--- config.mk ---
export PLATFORM = sky130hd
export DESIGN_NAME = dmem_mmio_responder_flat
export DESIGN_NICKNAME = d
export VERILOG_FILES = /design/src/rtl/dmem_mmio_responder_pkg.sv /design/src/rtl/dmem_mmio_responder_if.sv /design/src/rtl/dmem_mmio_responder_sync_fifo.sv /design/src/rtl/dmem_mmio_responder.sv /design/src/flat_wrapper.sv
export SDC_FILE = /design/constraint.sdc
export NUM_CORES = 2
export LEC_CHECK = 0
export CORE_AREA = 2 2 489 491
export CTS_CLUSTER_DIAMETER = 30
export CTS_CLUSTER_SIZE = 28
export DETAILED_ROUTE_END_ITERATION = 10
export DIE_AREA = 0 0 491 493
export DONT_BUFFER_PORTS = 1
export PLACE_DENSITY = 0.55
export SLEW_MARGIN = 15
export SYNTH_ARGS = -nofsm -noshare
export SYNTH_HDL_FRONTEND = slang
export SYNTH_HIERARCHICAL = 1
export SYNTH_SLANG_ARGS = --single-unit
--- constraint.sdc ---
create_clock -name clk -period 7.94 [get_ports clk]
set_input_delay 2.382 -clock clk [delete_from_list [all_inputs] [get_ports clk]]
set_output_delay 2.382 -clock clk [all_outputs]
set_load 0.02 [all_outputs]
--- src/rtl/dmem_mmio_responder_pkg.sv ---
// Shared definitions for the MEM-stage data port responder.
// Holds the MMIO page-select bit, the MMIO register offsets, the STATUS bit
// layout and small saturating-arithmetic helpers used by the top level.
package dmem_mmio_responder_pkg;

    // addr[PAGE_BIT] = 1 selects the MMIO page, 0 selects the word RAM.
    localparam int PAGE_BIT = 8;

    // MMIO register offsets (word index addr[4:2] within the page).
    typedef enum logic [2:0] {
        OFS_LED    = 3'd0,
        OFS_CYCLE  = 3'd1,
        OFS_TXDATA = 3'd2,
        OFS_STATUS = 3'd3,
        OFS_DROP   = 3'd4
    } mmio_ofs_e;

    // STATUS register bit positions.
    localparam int ST_FULL_BIT  = 0;
    localparam int ST_EMPTY_BIT = 1;
    localparam int ST_COUNT_LSB = 4;

    // Occupancy shown in STATUS is a 4-bit field that pins at 15.
    function automatic logic [3:0] sat_count4(input logic [31:0] n);
        if (n > 32'd15) begin
            return 4'hF;
        end else begin
            return n[3:0];
        end
    endfunction

    // 8-bit increment that sticks at 255.
    function automatic logic [7:0] sat_inc8(input logic [7:0] v);
        if (v == 8'hFF) begin
            return 8'hFF;
        end else begin
            return v + 8'd1;
        end
    endfunction

endpackage

--- src/rtl/dmem_mmio_responder_if.sv ---
// Bus bundle between the CPU MEM stage / TX consumer and the responder.
// CPU side : addr, wdata, mem_we, mem_re (to responder), rdata (from responder).
// TX stream: tx_valid, tx_data (from responder), tx_ready (to responder).
// slave modport is the responder's view, master is the environment's view.
interface dmem_mmio_responder_if;
    logic [31:0] addr;
    logic [31:0] wdata;
    logic        mem_we;
    logic        mem_re;
    logic [31:0] rdata;
    logic        tx_valid;
    logic [7:0]  tx_data;
    logic        tx_ready;

    modport slave (
        input  addr, wdata, mem_we, mem_re, tx_ready,
        output rdata, tx_valid, tx_data
    );

    modport master (
        output addr, wdata, mem_we, mem_re, tx_ready,
        input  rdata, tx_valid, tx_data
    );
endinterface

--- src/rtl/dmem_mmio_responder_sync_fifo.sv ---
// Synchronous FIFO with async active-high reset.
// Ports: clk, reset, push/wdata (enqueue), pop (dequeue head), rdata (head,
// zero when empty), full, empty, count (occupancy).
// A push while full is accepted only when a pop happens in the same cycle.
module dmem_mmio_responder_sync_fifo #(
    parameter int WIDTH = 8,
    parameter int DEPTH = 8
) (
    input  logic                       clk,
    input  logic                       reset,
    input  logic                       push,
    input  logic [WIDTH-1:0]           wdata,
    input  logic                       pop,
    output logic [WIDTH-1:0]           rdata,
    output logic                       full,
    output logic                       empty,
    output logic [$clog2(DEPTH):0]     count
);
    localparam int AW = $clog2(DEPTH);

    logic [WIDTH-1:0] mem_r [DEPTH];
    logic [AW:0]      wr_ptr_r;
    logic [AW:0]      rd_ptr_r;
    logic             pop_ok_s;
    logic             push_ok_s;

    // Extra pointer MSB distinguishes full from empty when indices match.
    assign empty     = (wr_ptr_r == rd_ptr_r);
    assign full      = (wr_ptr_r[AW] != rd_ptr_r[AW]) &&
                       (wr_ptr_r[AW-1:0] == rd_ptr_r[AW-1:0]);
    assign count     = wr_ptr_r - rd_ptr_r;
    assign pop_ok_s  = pop && !empty;
    assign push_ok_s = push && (!full || pop_ok_s);
    assign rdata     = empty ? {WIDTH{1'b0}} : mem_r[rd_ptr_r[AW-1:0]];

    // Pointer registers; reset discards all queued entries.
    always_ff @(posedge clk or posedge reset) begin
        if (reset) begin
            wr_ptr_r <= {(AW+1){1'b0}};
            rd_ptr_r <= {(AW+1){1'b0}};
        end else begin
            if (push_ok_s) begin
                wr_ptr_r <= wr_ptr_r + {{AW{1'b0}}, 1'b1};
            end
            if (pop_ok_s) begin
                rd_ptr_r <= rd_ptr_r + {{AW{1'b0}}, 1'b1};
            end
        end
    end

    // Storage; when full with a concurrent pop, the tail slot is the head
    // being vacated, so overwriting it at the same edge is safe.
    always_ff @(posedge clk) begin
        if (push_ok_s) begin
            mem_r[wr_ptr_r[AW-1:0]] <= wdata;
        end
    end
endmodule

--- src/rtl/dmem_mmio_responder.sv ---
// MEM-stage data port responder: word RAM plus a small MMIO page.
// Ports: clk, reset (async, active-high), bus (slave modport: CPU address,
// store data, MemWrite/MemRead, combinational rdata, TX valid/ready stream),
// led_out (LED register).
// MMIO page: LED (RW), CYCLE (free-running counter), TXDATA (FIFO push),
// STATUS (full/empty/occupancy), DROP (rejected-push counter).
module dmem_mmio_responder
    import dmem_mmio_responder_pkg::*;
#(
    parameter int RAM_AW     = 6,
    parameter int FIFO_DEPTH = 8,
    parameter int LED_W      = 8
) (
    input  logic                 clk,
    input  logic                 reset,
    dmem_mmio_responder_if.slave bus,
    output logic [LED_W-1:0]     led_out
);
    localparam int CW = $clog2(FIFO_DEPTH) + 1;

    logic [31:0]       ram_r [2**RAM_AW];
    logic [LED_W-1:0]  led_r;
    logic [31:0]       cycle_r;
    logic [7:0]        drop_r;

    logic              is_mmio_s;
    mmio_ofs_e         ofs_s;
    logic [RAM_AW-1:0] ram_idx_s;
    logic              mmio_we_s;
    logic              push_s;
    logic              pop_s;
    logic              fifo_full_s;
    logic              fifo_empty_s;
    logic [CW-1:0]     fifo_count_s;
    logic [7:0]        fifo_head_s;
    logic [31:0]       rdata_s;
    logic              unused_s;

    assign is_mmio_s = bus.addr[PAGE_BIT];
    assign ofs_s     = mmio_ofs_e'(bus.addr[4:2]);
    assign ram_idx_s = bus.addr[RAM_AW+1:2];
    assign mmio_we_s = bus.mem_we && is_mmio_s;
    assign push_s    = mmio_we_s && (ofs_s == OFS_TXDATA);
    assign pop_s     = !fifo_empty_s && bus.tx_ready;

    // mem_re is informational only: reads carry no side effects.
    assign unused_s  = ^{bus.mem_re, bus.addr[31:PAGE_BIT+1], bus.addr[1:0], bus.wdata};

    dmem_mmio_responder_sync_fifo #(
        .WIDTH (8),
        .DEPTH (FIFO_DEPTH)
    ) u_tx_fifo (
        .clk   (clk),
        .reset (reset),
        .push  (push_s),
        .wdata (bus.wdata[7:0]),
        .pop   (pop_s),
        .rdata (fifo_head_s),
        .full  (fifo_full_s),
        .empty (fifo_empty_s),
        .count (fifo_count_s)
    );

    assign bus.tx_valid = !fifo_empty_s;
    assign bus.tx_data  = fifo_head_s;
    assign led_out      = led_r;

    // Word RAM; contents are deliberately not reset.
    always_ff @(posedge clk) begin
        if (bus.mem_we && !is_mmio_s) begin
            ram_r[ram_idx_s] <= bus.wdata;
        end
    end

    // LED, CYCLE and DROP registers.
    always_ff @(posedge clk or posedge reset) begin
        if (reset) begin
            led_r   <= {LED_W{1'b0}};
            cycle_r <= 32'd0;
            drop_r  <= 8'd0;
        end else begin
            if (mmio_we_s && (ofs_s == OFS_LED)) begin
                led_r <= bus.wdata[LED_W-1:0];
            end
            if (mmio_we_s && (ofs_s == OFS_CYCLE)) begin
                cycle_r <= 32'd0;
            end else begin
                cycle_r <= cycle_r + 32'd1;
            end
            // A push is lost only when full and nothing drains this cycle.
            if (mmio_we_s && (ofs_s == OFS_DROP)) begin
                drop_r <= 8'd0;
            end else if (push_s && fifo_full_s && !pop_s) begin
                drop_r <= sat_inc8(drop_r);
            end
        end
    end

    // Combinational read mux; unmapped and write-only offsets read zero.
    always_comb begin
        rdata_s = 32'd0;
        if (is_mmio_s) begin
            case (ofs_s)
                OFS_LED:    rdata_s[LED_W-1:0] = led_r;
                OFS_CYCLE:  rdata_s = cycle_r;
                OFS_STATUS: begin
                    rdata_s[ST_FULL_BIT]          = fifo_full_s;
                    rdata_s[ST_EMPTY_BIT]         = fifo_empty_s;
                    rdata_s[ST_COUNT_LSB +: 4]    = sat_count4(32'(fifo_count_s));
                end
                OFS_DROP:   rdata_s[7:0] = drop_r;
                default:    rdata_s = 32'd0;
            endcase
        end else begin
            rdata_s = ram_r[ram_idx_s];
        end
    end

    assign bus.rdata = rdata_s;
endmodule
--- src/flat_wrapper.sv ---
// flat-port wrapper written by rule: the top's interface ports become plain ports
module dmem_mmio_responder_flat import dmem_mmio_responder_pkg::*;
#(
    parameter int RAM_AW     = 6,
    parameter int FIFO_DEPTH = 8,
    parameter int LED_W      = 8
)
  (clk, reset, led_out, bus_addr, bus_wdata, bus_mem_we, bus_mem_re, bus_tx_ready, bus_rdata, bus_tx_valid, bus_tx_data);
  dmem_mmio_responder_if bus_i ();
  input  logic clk;
  input  logic reset;
  output logic [LED_W-1:0] led_out;
  input wire logic [$bits(bus_i.addr)-1:0] bus_addr;
  input wire logic [$bits(bus_i.wdata)-1:0] bus_wdata;
  input wire logic [$bits(bus_i.mem_we)-1:0] bus_mem_we;
  input wire logic [$bits(bus_i.mem_re)-1:0] bus_mem_re;
  input wire logic [$bits(bus_i.tx_ready)-1:0] bus_tx_ready;
  output wire logic [$bits(bus_i.rdata)-1:0] bus_rdata;
  output wire logic [$bits(bus_i.tx_valid)-1:0] bus_tx_valid;
  output wire logic [$bits(bus_i.tx_data)-1:0] bus_tx_data;
  assign bus_i.addr = bus_addr;
  assign bus_i.wdata = bus_wdata;
  assign bus_i.mem_we = bus_mem_we;
  assign bus_i.mem_re = bus_mem_re;
  assign bus_i.tx_ready = bus_tx_ready;
  assign bus_rdata = bus_i.rdata;
  assign bus_tx_valid = bus_i.tx_valid;
  assign bus_tx_data = bus_i.tx_data;
  dmem_mmio_responder #(.RAM_AW(RAM_AW), .FIFO_DEPTH(FIFO_DEPTH), .LED_W(LED_W)) u_core (.clk(clk), .reset(reset), .bus(bus_i), .led_out(led_out));
endmodule
==> impl_metrics.py <==
metrics = {
    "critical_path": {
        "worstSetupEndpoint": "bus_rdata[11]",
        "critPathArrivalTime_ns": 5.39,
        "cp-end-kind": "output port",
        "cp_max_fo": 85,
        "crit_path_cell_trace": "buf_16 -> buf_16 -> clkinv_1 -> o211ai_1 -> a32oi_1 -> a32oi_1 -> a221o_1 -> buf_4",
        "crit_path_top_delay_cell": "a32oi_1",
        "crit_path_max_incr_delay_ns": 0.68,
        "crit_path_start": "bus_addr[3]",
        "path_class": "input port to output port",
        "r2r_cells": 8,
        "timing.rr.end": "u_core/u_tx_fifo/mem_r[7][6]$_DFFE_PP_",
        "r2r-start": "u_core/u_tx_fifo/rd_ptr_r[1]$_DFFE_PP0P_",
        "r2r_slack_ns": 3.74,
        "critPathLaunchType": "input port",
        "cp.required_ns": 5.56,
    },
    "sta": {
        "setup_viol": 0,
        "period_minus_slack_ns": 7.774,
        "max_slew_margin": 0.1867,
        "period_share": 0.9791,
        "maxSlewViolCount": 0,
        "whs_ns": 0.5237,
        "rsz0062_at_grt": "false",
        "hold_violations": 0,
        "finClkSkew_ns": 0.03117,
        "max_freq_mhz": 128.6,
        "worst_slew_pin_slew_ns": 1.217,
    },
    "logic_synthesis": {
        "synthesis.instances": 4120,
        "synth-main-ff-cell": "edfxtp_1",
        "syn_area_mm2": 0.08485,
        "ys_seq_area_frac": 0.7639,
        "syn_avg_cell_area_um2": 20.60,
        "synth_edf_count": 2112,
        "yosys.area.top_type_share": 0.7474,
        "synth_nets": 4197,
        "ys_types": 79,
        "postSynth.asyncResetShare": 0.02583,
        "yosysTopAreaCell": "edfxtp_1",
        "synthesis.yosys.warnings": 6,
        "synth_seq_cells": 2168,
        "synth_area_leaders": "edfxtp_1 75%, mux4_2 11%, mux2i_1 2.5%",
    },
    "hold_path": {
        "hp-class": "flip-flop to flip-flop",
        "worstHoldStart": "u_core/u_tx_fifo/rd_ptr_r[3]$_DFFE_PP0P_",
    },
    "power_and_ir_drop": {
        "power_density_mw_per_mm2": 311.8,
        "peakVddDrop_mv": 0.2421,
        "power_uw": 33030,
        "leakage_uw": 0.03478,
    },
    "drt": {
        "drt_iter0_markers": 5875,
        "vias": 46410,
        "viasPerCell": 5.687,
        "wl_per_cell_um": 32.48,
        "antenna_left": 0,
        "routed_wl_mm": 265.1,
        "drt_pre_antenna_iters": 7,
        "post-route-drc-count": 0,
    },
    "floorplanning": {
        "row_count": 179,
        "start_util": 0.3581,
        "ioPinCount": 118,
        "die-area_mm2": 0.2421,
        "fp.dieW_um": 491,
        "coreArea_mm2": 0.2370,
        "dieHeight_um": 493,
    },
    "global_routing": {
        "grt_pass1_vias": 46040,
        "grt_pass1_wl_mm": 364.5,
        "grt_max_degree": 486,
        "grtUsageTotal": 0.2143,
        "grt-ovfl-total": 0,
        "antenna_found_initial": 10,
    },
    "run_status": {
        "status": "finished clean",
    },
    "clock_tree": {
        "clockRootBuffer": "clkbuf_16",
        "cts_tree": "yes",
        "cts_buffer_depth": 4,
        "cts.sinks": 2168,
        "cts_setup_buffers": 0,
        "clock_latency_ns": 0.95,
        "path_clk_slew_ns": 0.04,
        "htree_levels": 5,
        "tritoncts.num_buffers": 441,
    },
    "placed_design": {
        "place_area_mm2": 0.09073,
        "port_buffers": 0,
        "routabilityCongestion": 0.8210,
        "place_inst": 7346,
        "dp_hpwl_mm": 153.1,
    },
    "layout": {
        "design_area_mm2": 0.1059,
        "layout.cells.non_filler": 8160,
        "nets": 4704,
        "area_growth_pct": 24.86,
        "layout-drive-gt1-share": 0.3186,
    },
    "flow_run": {
        "maxCapViolCount": 0,
    },
}
[registers in the layout, summed over array words and instances, names as in the netlist]
name                       count
u_core/ram_r                2048
u_core/u_tx_fifo/mem_r        64
u_core/cycle_r                32
u_core/drop_r                  8
u_core/led_out                 8
u_core/u_tx_fifo/rd_ptr_r      4
u_core/u_tx_fifo/wr_ptr_r      4
[critical path, delay by kind of cell]
| family | cells | cell delay (ns) |
|---|---|---|
| AOI/OAI and AO/OA | 4 | 1.39 |
| buffers and inverters | 4 | 1.37 |
[worst min path at each step]
stage / to / cells after the start
floorplan: u_core/cycle_r[0]$_DFF_PP0_ / 1
global placement: u_core/u_tx_fifo/rd_ptr_r[3]$_DFFE_PP0P_ / 1
detailed placement: u_core/u_tx_fifo/wr_ptr_r[3]$_DFFE_PP0P_ / 1
CTS: u_core/u_tx_fifo/wr_ptr_r[3]$_DFFE_PP0P_ / 1
global route: u_core/u_tx_fifo/wr_ptr_r[3]$_DFFE_PP0P_ / 1
finish: u_core/u_tx_fifo/rd_ptr_r[3]$_DFFE_PP0P_ / 1
[cells by family after synthesis]
| kind of cell | count (synthesis) | share of synthesized area |
|---|---|---|
| AND/OR/NAND/NOR | 475 | 0.02555 |
| multiplexers | 715 | 0.1487 |
| flip-flops | 2168 | 0.7639 |
| AO/OA/AOI/OAI | 465 | 0.03857 |
| buffers and inverters | 250 | 0.01789 |
| XOR/XNOR | 39 | 0.004114 |
| adder cells (fa/ha/maj) | 8 | 0.001268 |
[routing by layer]
layer / routed length [um] / up-vias / GRT usage
met5: 0 / - / 0
met3: 22690 / 451 / 0.04514
met4: 8102 / 0 / 0.06967
li1: - / 18430 / -
met1: 109200 / 25250 / 0.2964
met2: 125000 / 2274 / 0.3392
[cell usage after synthesis (all sizes together) (6+ instances only)]
library cell,count
edfxtp,2112
mux4,429
mux2i,213
nor2,156
nand2,151
buf,136
a21oi,98
clkbuf,90
a22oi,83
mux2,73
dfrtp,56
a221oi,54
o21ai,54
nand3,41
nor3,27
xnor2,24
inv,23
nor2b,23
a211oi,21
o22ai,21
a22o,19
o211ai,19
a31oi,17
a32oi,15
nand4,15
xor2,15
a2111oi,14
and3,12
and2,9
nor4,8
ha,7
nand2b,7
a32o,6
[area by class of cell]
cell class                 count  area (um2)
multi-input combinational   1702       19050
antenna                        9       22.52
tap                         3167        3963
fill                       20160      131000
inverter                      24       95.09
clock inverter               312        3762
sequential                  2168       64820
clock buffer                 488       11290
timing repair buffer         290        2938
[stage by stage]
step,worst slack (ns),setup TNS [ns],utilization
floorplan,1.195,0,-
global placement,-0.1983,-0.1983,0.3828
detailed placement,-0.1597,-0.1597,0.3829
CTS,0.04752,0,0.4465
global route,0.1420,0,0.4471
finish,0.1656,0,0.4471
[layout by cell type, fill, tap and decap left out, types with 50 or more instances in the layout]
cell type and instances:
edfxtp_1 2112, clkbuf_16 445, mux4_2 429, buf_4 233, mux2i_1 213, nand2_1 150, a21oi_1 98, nor2_1 89
a22oi_1 83, bufinv_16 74, mux2_2 71, nor2_4 64, clkinvlp_4 60, clkinv_2 57, clkinv_1 55, dfrtp_1 55
a221oi_1 54, o21ai_0 51, buf_12 50
[power breakdown]
group	switching (uW)	internal (uW)	leakage, uW
Clock	5980	12600	0.00719
Combinational	934	655	0.00788
Sequential	175	12700	0.0197
[repair_timing]
| item | 4_1_cts | 5_1_grt |
|---|---|---|
| endpoints found under the setup margin | 1 | 15 |
| gates resized for setup | 1 | 1 |
| hold buffers | 0 | 0 |
| endpoints found under the hold margin | 0 | 0 |
| gates cloned | 0 | 2 |
Note: power is estimated with default switching activity, not from simulation.
